$ cat src/rtl/mem_arbiter.sv
// mem_arbiter: shares one single-port word memory between an instruction fetch
// port and a load/store port. It arbitrates round-robin, does read-modify-write
// for byte and halfword stores, extends sub-word loads and rejects misaligned
// load/store accesses without touching memory.
//
// Ports
//   clk, reset            clock and synchronous active-low reset
//   halt                  blocks new grants; in-flight work completes
//   fe_req/fe_addr        fetch request, byte address
//   fe_gnt/fe_valid/fe_data   fetch accept, fetch data return
//   ls_req/ls_we/ls_size/ls_addr/ls_wdata/ls_rd_sel   load/store request
//   ls_gnt/ls_valid/ls_rdata/ls_rd_sel_o/ls_err       load/store accept, completion
//   mem_en/mem_we/mem_addr/mem_wdata/mem_rdata        word memory, 1-cycle read latency
//   busy                  a transaction is in flight
//
// state   | meaning
// --------+------------------------------------------------------------
// IDLE    | waiting for a request; grant and first memory access happen here
// RD_WAIT | read data on mem_rdata, returned to the granted port
// RMW_WR  | old word on mem_rdata, merged sub-word store written back
// DONE    | word store finished or misaligned access; ls_valid pulse
module mem_arbiter #(
  parameter int WIDTH  = 32,
  parameter int ADDR_W = 10
) (
  input  logic              clk,
  input  logic              reset,
  input  logic              halt,
  input  logic              fe_req,
  input  logic [ADDR_W-1:0] fe_addr,
  output logic              fe_gnt,
  output logic              fe_valid,
  output logic [WIDTH-1:0]  fe_data,
  input  logic              ls_req,
  input  logic              ls_we,
  input  logic [2:0]        ls_size,
  input  logic [ADDR_W-1:0] ls_addr,
  input  logic [WIDTH-1:0]  ls_wdata,
  input  logic [4:0]        ls_rd_sel,
  output logic              ls_gnt,
  output logic              ls_valid,
  output logic [WIDTH-1:0]  ls_rdata,
  output logic [4:0]        ls_rd_sel_o,
  output logic              ls_err,
  output logic              mem_en,
  output logic              mem_we,
  output logic [ADDR_W-3:0] mem_addr,
  output logic [WIDTH-1:0]  mem_wdata,
  input  logic [WIDTH-1:0]  mem_rdata,
  output logic              busy
);

  localparam logic [1:0] IDLE    = 2'd0;
  localparam logic [1:0] RD_WAIT = 2'd1;
  localparam logic [1:0] RMW_WR  = 2'd2;
  localparam logic [1:0] DONE    = 2'd3;

  logic [1:0]        state, state_nxt;
  logic              rr_fe;      // 1: fetch wins the next tie
  logic              is_ls_q;
  logic              err_q;
  logic [2:0]        size_q;
  logic [ADDR_W-1:0] addr_q;
  logic [15:0]       wdata_q;    // only sub-word stores use the latched data
  logic [4:0]        rd_sel_q;

  logic              grant_ok;
  logic              ls_mis;
  logic [31:0]       load_fmt;
  logic [31:0]       lane_mask;
  logic [31:0]       lane_data;
  logic [7:0]        byte_sel;
  logic [15:0]       half_sel;

  assign grant_ok = reset && (state == IDLE) && !halt;
  assign ls_gnt   = grant_ok && ls_req && (!fe_req || !rr_fe);
  assign fe_gnt   = grant_ok && fe_req && !ls_gnt;
  assign busy     = reset && (state != IDLE);

  always_comb begin
    case (ls_size)
      3'd0, 3'd4: ls_mis = 1'b0;
      3'd1, 3'd5: ls_mis = ls_addr[0];
      3'd2:       ls_mis = |ls_addr[1:0];
      default:    ls_mis = 1'b1;
    endcase
  end

  // Load extraction from the word returned in RD_WAIT.
  always_comb begin
    byte_sel = 8'(mem_rdata >> {addr_q[1:0], 3'b000});
    half_sel = addr_q[1] ? mem_rdata[31:16] : mem_rdata[15:0];
    case (size_q)
      3'd0:    load_fmt = {{24{byte_sel[7]}}, byte_sel};
      3'd4:    load_fmt = {24'h0, byte_sel};
      3'd1:    load_fmt = {{16{half_sel[15]}}, half_sel};
      3'd5:    load_fmt = {16'h0, half_sel};
      default: load_fmt = mem_rdata;
    endcase
  end

  // Sub-word store: replicate the data to every lane, then keep only the
  // addressed lane and take the rest from the old word.
  always_comb begin
    if (!size_q[0]) begin
      lane_mask = 32'h0000_00FF << {addr_q[1:0], 3'b000};
      lane_data = {4{wdata_q[7:0]}};
    end else begin
      lane_mask = addr_q[1] ? 32'hFFFF_0000 : 32'h0000_FFFF;
      lane_data = {2{wdata_q}};
    end
  end

  always_comb begin
    state_nxt   = state;
    fe_valid    = 1'b0;
    fe_data     = '0;
    ls_valid    = 1'b0;
    ls_rdata    = '0;
    ls_rd_sel_o = '0;
    ls_err      = 1'b0;
    mem_en      = 1'b0;
    mem_we      = 1'b0;
    mem_addr    = '0;
    mem_wdata   = '0;
    case (state)
      IDLE: begin
        if (ls_gnt) begin
          if (ls_mis) begin
            state_nxt = DONE;
          end else begin
            mem_en   = 1'b1;
            mem_addr = ls_addr[ADDR_W-1:2];
            if (ls_we && ls_size == 3'd2) begin
              mem_we    = 1'b1;
              mem_wdata = ls_wdata;
              state_nxt = DONE;
            end else if (ls_we) begin
              state_nxt = RMW_WR;
            end else begin
              state_nxt = RD_WAIT;
            end
          end
        end else if (fe_gnt) begin
          mem_en    = 1'b1;
          mem_addr  = fe_addr[ADDR_W-1:2];
          state_nxt = RD_WAIT;
        end
      end
      RD_WAIT: begin
        if (is_ls_q) begin
          ls_valid    = 1'b1;
          ls_rdata    = load_fmt;
          ls_rd_sel_o = rd_sel_q;
        end else begin
          fe_valid = 1'b1;
          fe_data  = mem_rdata;
        end
        state_nxt = IDLE;
      end
      RMW_WR: begin
        mem_en    = 1'b1;
        mem_we    = 1'b1;
        mem_addr  = addr_q[ADDR_W-1:2];
        mem_wdata = (mem_rdata & ~lane_mask) | (lane_data & lane_mask);
        state_nxt = DONE;
      end
      default: begin
        ls_valid    = 1'b1;
        ls_err      = err_q;
        ls_rd_sel_o = rd_sel_q;
        state_nxt   = IDLE;
      end
    endcase
    // Reset silences every output in the cycle it is sampled, so an
    // interrupted RMW never reaches memory.
    if (!reset) begin
      state_nxt   = IDLE;
      fe_valid    = 1'b0;
      fe_data     = '0;
      ls_valid    = 1'b0;
      ls_rdata    = '0;
      ls_rd_sel_o = '0;
      ls_err      = 1'b0;
      mem_en      = 1'b0;
      mem_we      = 1'b0;
      mem_addr    = '0;
      mem_wdata   = '0;
    end
  end

  always_ff @(posedge clk) begin
    if (!reset) begin
      state    <= IDLE;
      rr_fe    <= 1'b0;
      is_ls_q  <= 1'b0;
      err_q    <= 1'b0;
      size_q   <= '0;
      addr_q   <= '0;
      wdata_q  <= '0;
      rd_sel_q <= '0;
    end else begin
      state <= state_nxt;
      if (ls_gnt) begin
        rr_fe    <= 1'b1;
        is_ls_q  <= 1'b1;
        err_q    <= ls_mis;
        size_q   <= ls_size;
        addr_q   <= ls_addr;
        wdata_q  <= ls_wdata[15:0];
        rd_sel_q <= ls_rd_sel;
      end else if (fe_gnt) begin
        rr_fe    <= 1'b0;
        is_ls_q  <= 1'b0;
        err_q    <= 1'b0;
        addr_q   <= fe_addr;
      end
    end
  end

endmodule

$ cat config.mk
export PLATFORM = sky130hd
export DESIGN_NAME = mem_arbiter
export DESIGN_NICKNAME = d
export VERILOG_FILES = /design/src/rtl/mem_arbiter.sv
export SDC_FILE = /design/constraint.sdc
export NUM_CORES = 1
export LEC_CHECK = 0
export CELL_PAD_IN_SITES_DETAIL_PLACEMENT = 1
export CELL_PAD_IN_SITES_GLOBAL_PLACEMENT = 1
export CORE_MARGIN = 2
export CORE_UTILIZATION = 27
export DETAILED_ROUTE_END_ITERATION = 16
export PLACE_DENSITY = 0.93
export SLEW_MARGIN = 20
export SYNTH_ARGS = -nofsm -noshare
export SYNTH_HDL_FRONTEND = slang
export SYNTH_SLANG_ARGS = --single-unit
$ cat constraint.sdc
create_clock -name clk -period 3 [get_ports clk]
set_input_delay 0.6 -clock clk [delete_from_list [all_inputs] [get_ports clk]]
set_output_delay 0.6 -clock clk [all_outputs]
set_load 0.02 [all_outputs]
# After elaboration in Yosys (flattened, before gate mapping)
# Cells that the tools add are included.
# word_totals
ff_bits	38
output_inout_bits	117
in_bits	98
elab_cells	100
# classes
n_shift	2
muxes	54
bitwise_logic	4
eq_ne	10
reduce_logical	23
# ops
op	n
32-bit two-way mux	13
32-bit one-hot mux with 4 select lines	1
32-bit AND	2
32-bit one-hot mux with 2 select lines	1
8-bit two-way mux	4
32-bit inverter	1
32-bit bitwise OR	1
8-bit by 5-bit left shift with 32-bit output, first input constant	1
32-bit by 5-bit right shift with 8-bit output	1
10-bit two-way mux	2
1-bit two-way mux	18
16-bit two-way mux	1
8-bit one-hot mux with 2 select lines	1
3-bit equality test, second input constant	4
2-bit two-way mux	5
5-bit two-way mux	2
5-bit one-hot mux with 2 select lines	1
1-bit logical AND	8
2-bit OR reduction	4
3-bit by 1-bit equality test with 1-bit output, second input constant	2
3-bit logical NOT	2
1-bit one-hot mux with 2 select lines	3
1-bit logical NOT	4
2-bit one-hot mux with 2 select lines	1
9 further kinds	10

# Longest topological paths before layout
# Gate-level depths: netlist (run 1).
# depth
word_depth	11
ltp_mapped	8
ltp_nobuf	5

# Least setup slack after synthesis (run 1)
# OpenSTA, ideal clock, no wires.
# synth_path
kind	input to output
start	in reset
end	out ls_rdata[7]
path_slack_ns	0.354
path_buffers	0
t_arrival_ns	2.046
path_stages	2
path_cell_list	nand4b_1 -> a2111oi_0
# synth_between
elab_chain_len	1
# synth_lines
item	line	rtl
start, declared	27	input logic reset,
32-bit two-way mux	177	if (!reset) begin
end, declared	42	output logic [WIDTH-1:0] ls_rdata,
# No other way between the ends.

# Final worst setup path (run 1)
# layout_path
start	in mem_rdata[7]
end	out ls_rdata[10]
# layout_between
elab_chain_len	5
# layout_lines
item	line	rtl
start, declared	49	input logic [WIDTH-1:0] mem_rdata,
32-bit by 5-bit right shift with 8-bit output	91	byte_sel = 8'(mem_rdata >> {addr_q[1:0], 3'b000});
32-bit one-hot mux with 4 select lines	93	case (size_q)
32-bit two-way mux	151	if (is_ls_q) begin
32-bit two-way mux	126	case (state)
32-bit two-way mux	177	
# No other way between the ends.

==> results of run 1 <==
critical path, stage by stage:
cell	delay [ns]
clkdlybuf4s50_1	0.48
mux2_2	0.18
mux2i_1	0.08
o31a_1	0.31
buf_4	0.16
a221oi_1	0.31
buf_2	0.24
worst max-delay path by stage:
stage                         to  slack, ns  cells past startpoint
floorplan            ls_rdata[7]       0.35                      2
global placement     ls_rdata[7]      -0.51                      7
detailed placement   ls_rdata[7]      -0.45                      7
CTS                 ls_rdata[21]      0.003                      8
global route        ls_rdata[10]      -0.04                      7
finish              ls_rdata[10]       0.03                      7
repair_timing:
action	CTS	global route
endpoints found under the setup margin	112	68
pin swaps	5	6
hold buffers	0	0
gates cloned	3	1
resized for setup	294	30
buffers inserted	7	4
cells by family (layout without fill, tap and decap cells):
family / after synthesis / after routing / share of synthesized area, %
buffers and inverters: 51 / 314 / 7.07
and+or+nand+nor: 167 / 167 / 24.7
muxes: 35 / 35 / 10.5
AOI/OAI and AO/OA: 161 / 161 / 35.1
DFF: 38 / 38 / 22.6
synth_stat cells (2+ instances only):
master	n	area share, %
dfxtp_1	38	23
a221oi_1	8	2.1
o21a_1	2	0.45
mux2_2	2	0.67
nand2_1	65	7.3
o2bb2ai_2	10	4.5
nor3_1	3	0.45
and2_1	29	5.4
a221o_1	8	2.4
nand3_1	2	0.30
inv_1	11	1.2
o2bb2ai_1	7	1.8
mux2i_1	33	9.8
nor2_1	29	3.2
nor2b_1	2	0.37
buf_4	2	0.45
a22o_1	16	4.2
a21o_1	16	3.6
a21oi_1	68	10
a22oi_1	2	0.45
buf_2	7	1.0
o21ai_0	11	1.6
o221a_2	7	2.3
and3_1	9	1.7
nor4_1	10	1.9
nor2_2	2	0.37
clkbuf_1	25	2.8
nand2b_1	9	1.7
buf_6	4	1.3
layer usage:
| layer | up-vias | global-route usage, % | share of wire (%) |
|---|---|---|---|
| met5 | - | 0 | 0 |
| met4 | 0 | 12.9 | 5.4 |
| met3 | 63 | 6.90 | 7.7 |
| met2 | 239 | 51.1 | 50 |
| met1 | 2268 | 30.6 | 37 |
| li1 | 2175 | - | - |
sequential cells by signal, indices dropped and copies added, names as in the netlist:
signal    flops
size_q        3
err_q         1
wdata_q      16
is_ls_q       1
addr_q       10
rd_sel_q      5
state         2
layout make-up:
cell class              count  area, um^2
fillers                  1450        5770
repair buffers            294        2650
multi-input cells         363        2470
flip-flops and latches     38         761
well taps                 168         210
clock buffers               5         125
inverters                  12        45.0
clock inverters             3        40.0
per-stage QoR:
step	power, mW	util, %	hold WS (ns)
finish	1.74	52.2	0.459
global placement	1.11	50.1	0.439
CTS	1.72	51.3	0.457
detailed placement	1.13	50.1	0.449
floorplan	0.788	-	0.432
global route	1.81	52.2	0.482
power by group:
group | switching, mW | internal, mW | total (mW)
clock network | 0.208 | 0.389 | 0.597
registers | 0.0231 | 0.529 | 0.552
logic | 0.309 | 0.282 | 0.591
==> impl_summary.txt, run 1 <==
----------------------------------------------------
[Drt]
  Number of nets with antenna violations after detailed routing ... 0
  Average routed wire per standard cell ... 22.4 um
  Starting DRT DRC Count ... 286
  Overall routed net length ... 19.8 mm
  # DRC ... 0
  Overall via count from detail_route ... 4745
  Post-DR vias/cell ... 5.37
  Drt pass-1 iters ... 4

[Synth]
  Async set or reset register ratio after synthesis ... 0%
  Synthesized flop and latch total ... 38
  Synthesized area per cell ... 7.44 um^2
  Number of synthesis warnings ... 0
  Fraction of the yosys area taken by sequential cells ... 22.6%
  Post-Synthesis Cell Area ... 3360 um^2
  Number of instances in the synthesized netlist ... 452
  Most used DFF post-synth ... dfxtp_1
  Unique cell type count in the Yosys netlist ... 44
  Number of synthesized flops with an enable pin ... 0
  Total nets after synthesis ... 550

[Floorplan]
  DIE AREA ... 13400 um^2
  Height of the die ... 116 um
  Die span in x ... 116 um
  Area of the core ... 12100 um^2
  Number of placement rows ... 40
  Num ports ... 215
  Starting utilization of the core area ... 27.9%

[Cells and area]
  Antenna diode count ... 0
  Final Instance Count excl. Fillers ... 883
  Share of layout cells above drive strength 1 ... 25.6%
  Non-Filler Cell Area, Final ... 6290 um^2
  Most used cells in the layout excluding fill and tap cells ... clkdlybuf4s50_1 (89), buf_4 (74), a21oi_1 (67), nand2_1 (65), dlygate4sd2_1 (56)
  Area Growth Syn to Fin ... 87.2%
  Number of nets in the layout ... 812
  Most frequent standard cell in the layout excluding fill and tap cells ... clkdlybuf4s50_1

[Setup path]
  Endpoint class of the critical path ... output pin
  Max Fanout on Critical Path ... 4
  Setup slack on the worst flop-to-flop path ... 1.04 ns
  Classification of the worst setup path ... in2out
  Depth of the worst register-to-register path ... 8
  Nature of the critical path startpoint ... primary input
  Critical Path AT ... 2.37 ns
  Endpoint of the worst register-to-register path ... state[1]
  Timing startpoint of the critical path ... mem_rdata[7]
  RR Startpoint ... state[0]
  Required time of the critical path ... 2.40 ns

[Worst hold path]
  Worst Hold Endpoint ... rd_sel_q[2]
  Path class of the lowest-slack min-delay path ... reg2reg
  Cell depth of the worst hold path ... 2
  Start point of the worst min-delay path ... rd_sel_q[2]

[CTS]
  Clock buffers created by TritonCTS ... 5
  Sink Count ... 38
  Clock Root Buffer ... clkbuf_16
  Maximum buffer depth of the clock tree ... 2
  Clock-pin transition on the worst setup and hold timing paths ... 0.06 ns
  Clock tree from TritonCTS ... built
  Clock latency reported for the late side of the worst-skew pair ... 0.28 ns
  CTS H-tree depth ... 2

[Timing]
  Final hold violation count ... 0
  Share of the clock period used by the worst path after layout ... 99.1%
  Number of failing setup endpoints in the final timing report ... 0
  Min Clock Period, post-route ... 2.97 ns
  Max Transition Viols Final ... 0
  Slew HR ... 69.5%
  Maximum clock frequency ... 336 MHz
  Fin Clk Skew ... 0.00504 ns
  Worst Tran Pin Value ... 0.456 ns
  Final worst setup slack ... 0.0259 ns
  Setup TNS ... 0 ns

[Power and ir drop]
  Power density relative to cell area ... 276 nW/um^2
  Leakage Power ... 3.07 nW
  Largest vdd supply drop ... 0.316 mV

[Placement]
  Global placement routability congestion ... 0.897
  DP Cell Count ... 860
  Number of I/O port buffers ... 214
  Post-Place Setup Slack ... -0.454 ns
  Placed cell area ... 6050 um^2
  DP HPWL ... 15.2 mm

[GRT]
  Initial antenna violation count ... 0
  Largest net degree at the start of global routing ... 36
  Via count of the first global-routing pass ... 5055
  Global Route Usage Sum ... 28.1%
  First-pass GRT wire length ... 28.8 mm
  Global route total overflow ... 0

[Outcome]
  Run status ... finished, final reports clean

[Flow run]
  Number of maximum-capacitance constraint violations ... 0

----------------------------------------------------
No activity file was read; power rests on OpenSTA's default activity.
==> inputs of run 2 (changes only) <==
--- a/config.mk
+++ b/config.mk
@@ -8,9 +8,11 @@
 export CELL_PAD_IN_SITES_DETAIL_PLACEMENT = 1
 export CELL_PAD_IN_SITES_GLOBAL_PLACEMENT = 1
 export CORE_MARGIN = 2
-export CORE_UTILIZATION = 27
+export CORE_UTILIZATION = 46
 export DETAILED_ROUTE_END_ITERATION = 16
-export PLACE_DENSITY = 0.93
+export DONT_BUFFER_PORTS = 1
+export PLACE_DENSITY = 0.9
+export REMOVE_ABC_BUFFERS = 1
 export SLEW_MARGIN = 20
 export SYNTH_ARGS = -nofsm -noshare
 export SYNTH_HDL_FRONTEND = slang
==> run 2 against run 1 <==
  * Via count is 23% lower
  * First-iteration DRC count is 33% lower
  * Clock power shrank 26%
  * Clock-buffer cell count stayed put
  * Hold slack got worse by 0.033 ns
  * Setup slack better by 0.043 ns
  * Highest routed layer unchanged
==> impl_summary.txt, run 2 (synthesis results as in run 1) <==
----------------------------------------------------
[Outcome]
  Run status ... finished, final reports clean

[Drt]
  # DRC ... 0 (unchanged)
  Starting DRT DRC Count ... 192 (-33%)
  Average routed wire per standard cell ... 24.9 um (+11%)
  Number of nets with antenna violations after detailed routing ... 0 (unchanged)
  Post-DR vias/cell ... 6.54 (+22%)
  Overall via count from detail_route ... 3665 (-23%)
  Overall routed net length ... 13.9 mm (-29%)
  Drt pass-1 iters ... 4 (unchanged)

[Floorplan]
  DIE AREA ... 8010 um^2 (-40%)
  Die span in x ... 89.5 um (-23%)
  Area of the core ... 7180 um^2 (-41%)
  Number of placement rows ... 31 (-23%)
  Height of the die ... 89.5 um (-23%)
  Num ports ... 215 (unchanged)
  Starting utilization of the core area ... 46.9% (+19 points)

[Cells and area]
  Most frequent standard cell in the layout excluding fill and tap cells ... a21oi_1
  Final core occ ... 52.0% (-0.14 points)
  Share of layout cells above drive strength 1 ... 16.3% (-9.3 points)
  Most used cells in the layout excluding fill and tap cells ... a21oi_1 (68), nand2_1 (65), dfxtp_1 (38), buf_4 (38), mux2i_1 (33)
  Final Instance Count excl. Fillers ... 560 (-37%)
  Non-Filler Cell Area, Final ... 3730 um^2 (-41%)
  Reg with most FFs ... wdata_q
  Number of nets in the layout ... 558 (-31%)
  Flip-flop count of the largest register after layout ... 16 (unchanged)
  Antenna diode count ... 0 (unchanged)
  Area Growth Syn to Fin ... 11.0%
  Registers with the most flip-flops ... wdata_q: 16 flops, addr_q: 10 flops, rd_sel_q: 5 flops

[GRT]
  Via count of the first global-routing pass ... 3746 (-26%)
  Global Route Usage Sum ... 33.4% (+5.3 points)
  Initial antenna violation count ... 0 (unchanged)
  Largest net degree at the start of global routing ... 37 (+2.8%)
  Busiest grt layer ... met2
  First-pass GRT wire length ... 20.3 mm (-30%)
  GR Layer Usage met3 ... 10.2% (+3.3 points)
  Global route total overflow ... 0 (unchanged)
  Global-route track usage on met2 ... 55.4% (+4.3 points)
  Fraction of met1 tracks used by global routing ... 40.7% (+10 points)

[CTS]
  Sink Count ... 38 (unchanged)
  Maximum buffer depth of the clock tree ... 2 (unchanged)
  Clock tree from TritonCTS ... built
  Clock Root Buffer ... clkbuf_8
  Clock latency reported for the late side of the worst-skew pair ... 0.30 ns (+0.02 ns)
  Clock-pin transition on the worst setup and hold timing paths ... 0.08 ns (+0.02 ns)
  CTS H-tree depth ... 2 (unchanged)
  Clock buffers created by TritonCTS ... 5 (unchanged)

[Flow run]
  Number of maximum-capacitance constraint violations ... 0 (unchanged)

[Timing]
  Setup TNS ... 0 ns (unchanged)
  Worst Tran Pin Value ... 0.809 ns (+0.353 ns)
  Fin Clk Skew ... 0.0100 ns (+0.00496 ns)
  Number of failing setup endpoints in the final timing report ... 0 (unchanged)
  Maximum clock frequency ... 341 MHz (+1.5%)
  Share of the clock period used by the worst path after layout ... 97.7% (-1.4 points)
  Unrepaired setup endpoints after global routing ... yes
  Slew HR ... 45.9% (-24 points)
  Min Clock Period, post-route ... 2.93 ns (-0.0426 ns)
  Max Transition Viols Final ... 0 (unchanged)
  Final hold violation count ... 0 (unchanged)

[Setup path]
  Max Fanout on Critical Path ... 16 (+12)
  Classification of the worst setup path ... reg2out
  Required time of the critical path ... 2.40 ns (about the same)
  Critical Path AT ... 2.33 ns (-0.04 ns)
  Nature of the critical path startpoint ... flop
  Endpoint class of the critical path ... output pin

[Placement]
  Placed cell area ... 3610 um^2 (-40%)
  Global placement routability congestion ... 0.887 (-1.1%)
  DP Cell Count ... 551 (-36%)
  Number of I/O port buffers ... 0 (-100%)
  DP HPWL ... 10.4 mm (-31%)

[Worst hold path]
  Path class of the lowest-slack min-delay path ... in2reg

[Power and ir drop]
  Overall power consumption ... 1.30 mW (-25%)
  Largest vdd supply drop ... 0.202 mV (-36%)
  Leakage Power ... 1.61 nW (-47%)
  Power density relative to cell area ... 349 nW/um^2 (+26%)

----------------------------------------------------
run 2: changes by cell type in the layout (fill, tap and decap cells not counted), sizes merged:
cell / previous run / this run
dlymetal6s2s: 6 / 0
clkdlybuf4s50: 89 / 0
clkbuf: 6 / 5
clkdlybuf4s15: 21 / 0
dlygate4sd2: 56 / 0
buf: 121 / 40
run 2: where the power goes:
group	internal [mW]	switching [mW]	total [mW]
sequential	0.528	0.0236	0.551
combinational	0.104	0.205	0.309
clock	0.245	0.199	0.444
run 2: final timing paths:
kind	from	endpoint	slack (ns)	cells after the start
max	state[1]	mem_wdata[0]	0.07	3
min	fe_addr[0]	addr_q[0]	0.43	1
max reg2reg	state[1]	wdata_q[1]	1.02	6
min reg2reg	rd_sel_q[4]	rd_sel_q[4]	0.46	2
run 2: final cells by class:
class	count	area [um^2]
Fill cell	906	3440
Tap cell	99	124
Timing Repair Buffer	40	317
Inverter	12	45.0
Multi-Input combinational cell	363	2380
Sequential cell	38	761
Clock buffer	5	68.8
Clock inverter	3	40.0
run 2: routing by layer:
metal  share of wire (%)  wire, um  vias up
met3                 8.1      1120       22
met5                   0         0        -
li1                    -         -     1659
met2                  50      6930      185
met4                 1.7       231        0
met1                  41      5650     1799
run 2: what timing repair did:
item | in CTS | in global routing
buffers inserted | 0 | 0
setup endpoints to repair | 0 | 6
gates resized for setup | 0 | 0
hold buffers | 0 | 0
run 2: critical path, cell delays in order, from the launching register on:
cell	delay [ns]
dfxtp_1	0.61
buf_4	0.30
nand2_1	0.49
o2bb2ai_1	0.64
run 2: metrics by stage:
step                      hold slack, ns  setup slack, ns
after floorplan                    0.432           -0.108
after global placement             0.440            0.415
after detailed placement           0.447            0.352
after CTS                          0.420           0.0775
after global routing               0.433          -0.0393
final                              0.427           0.0685
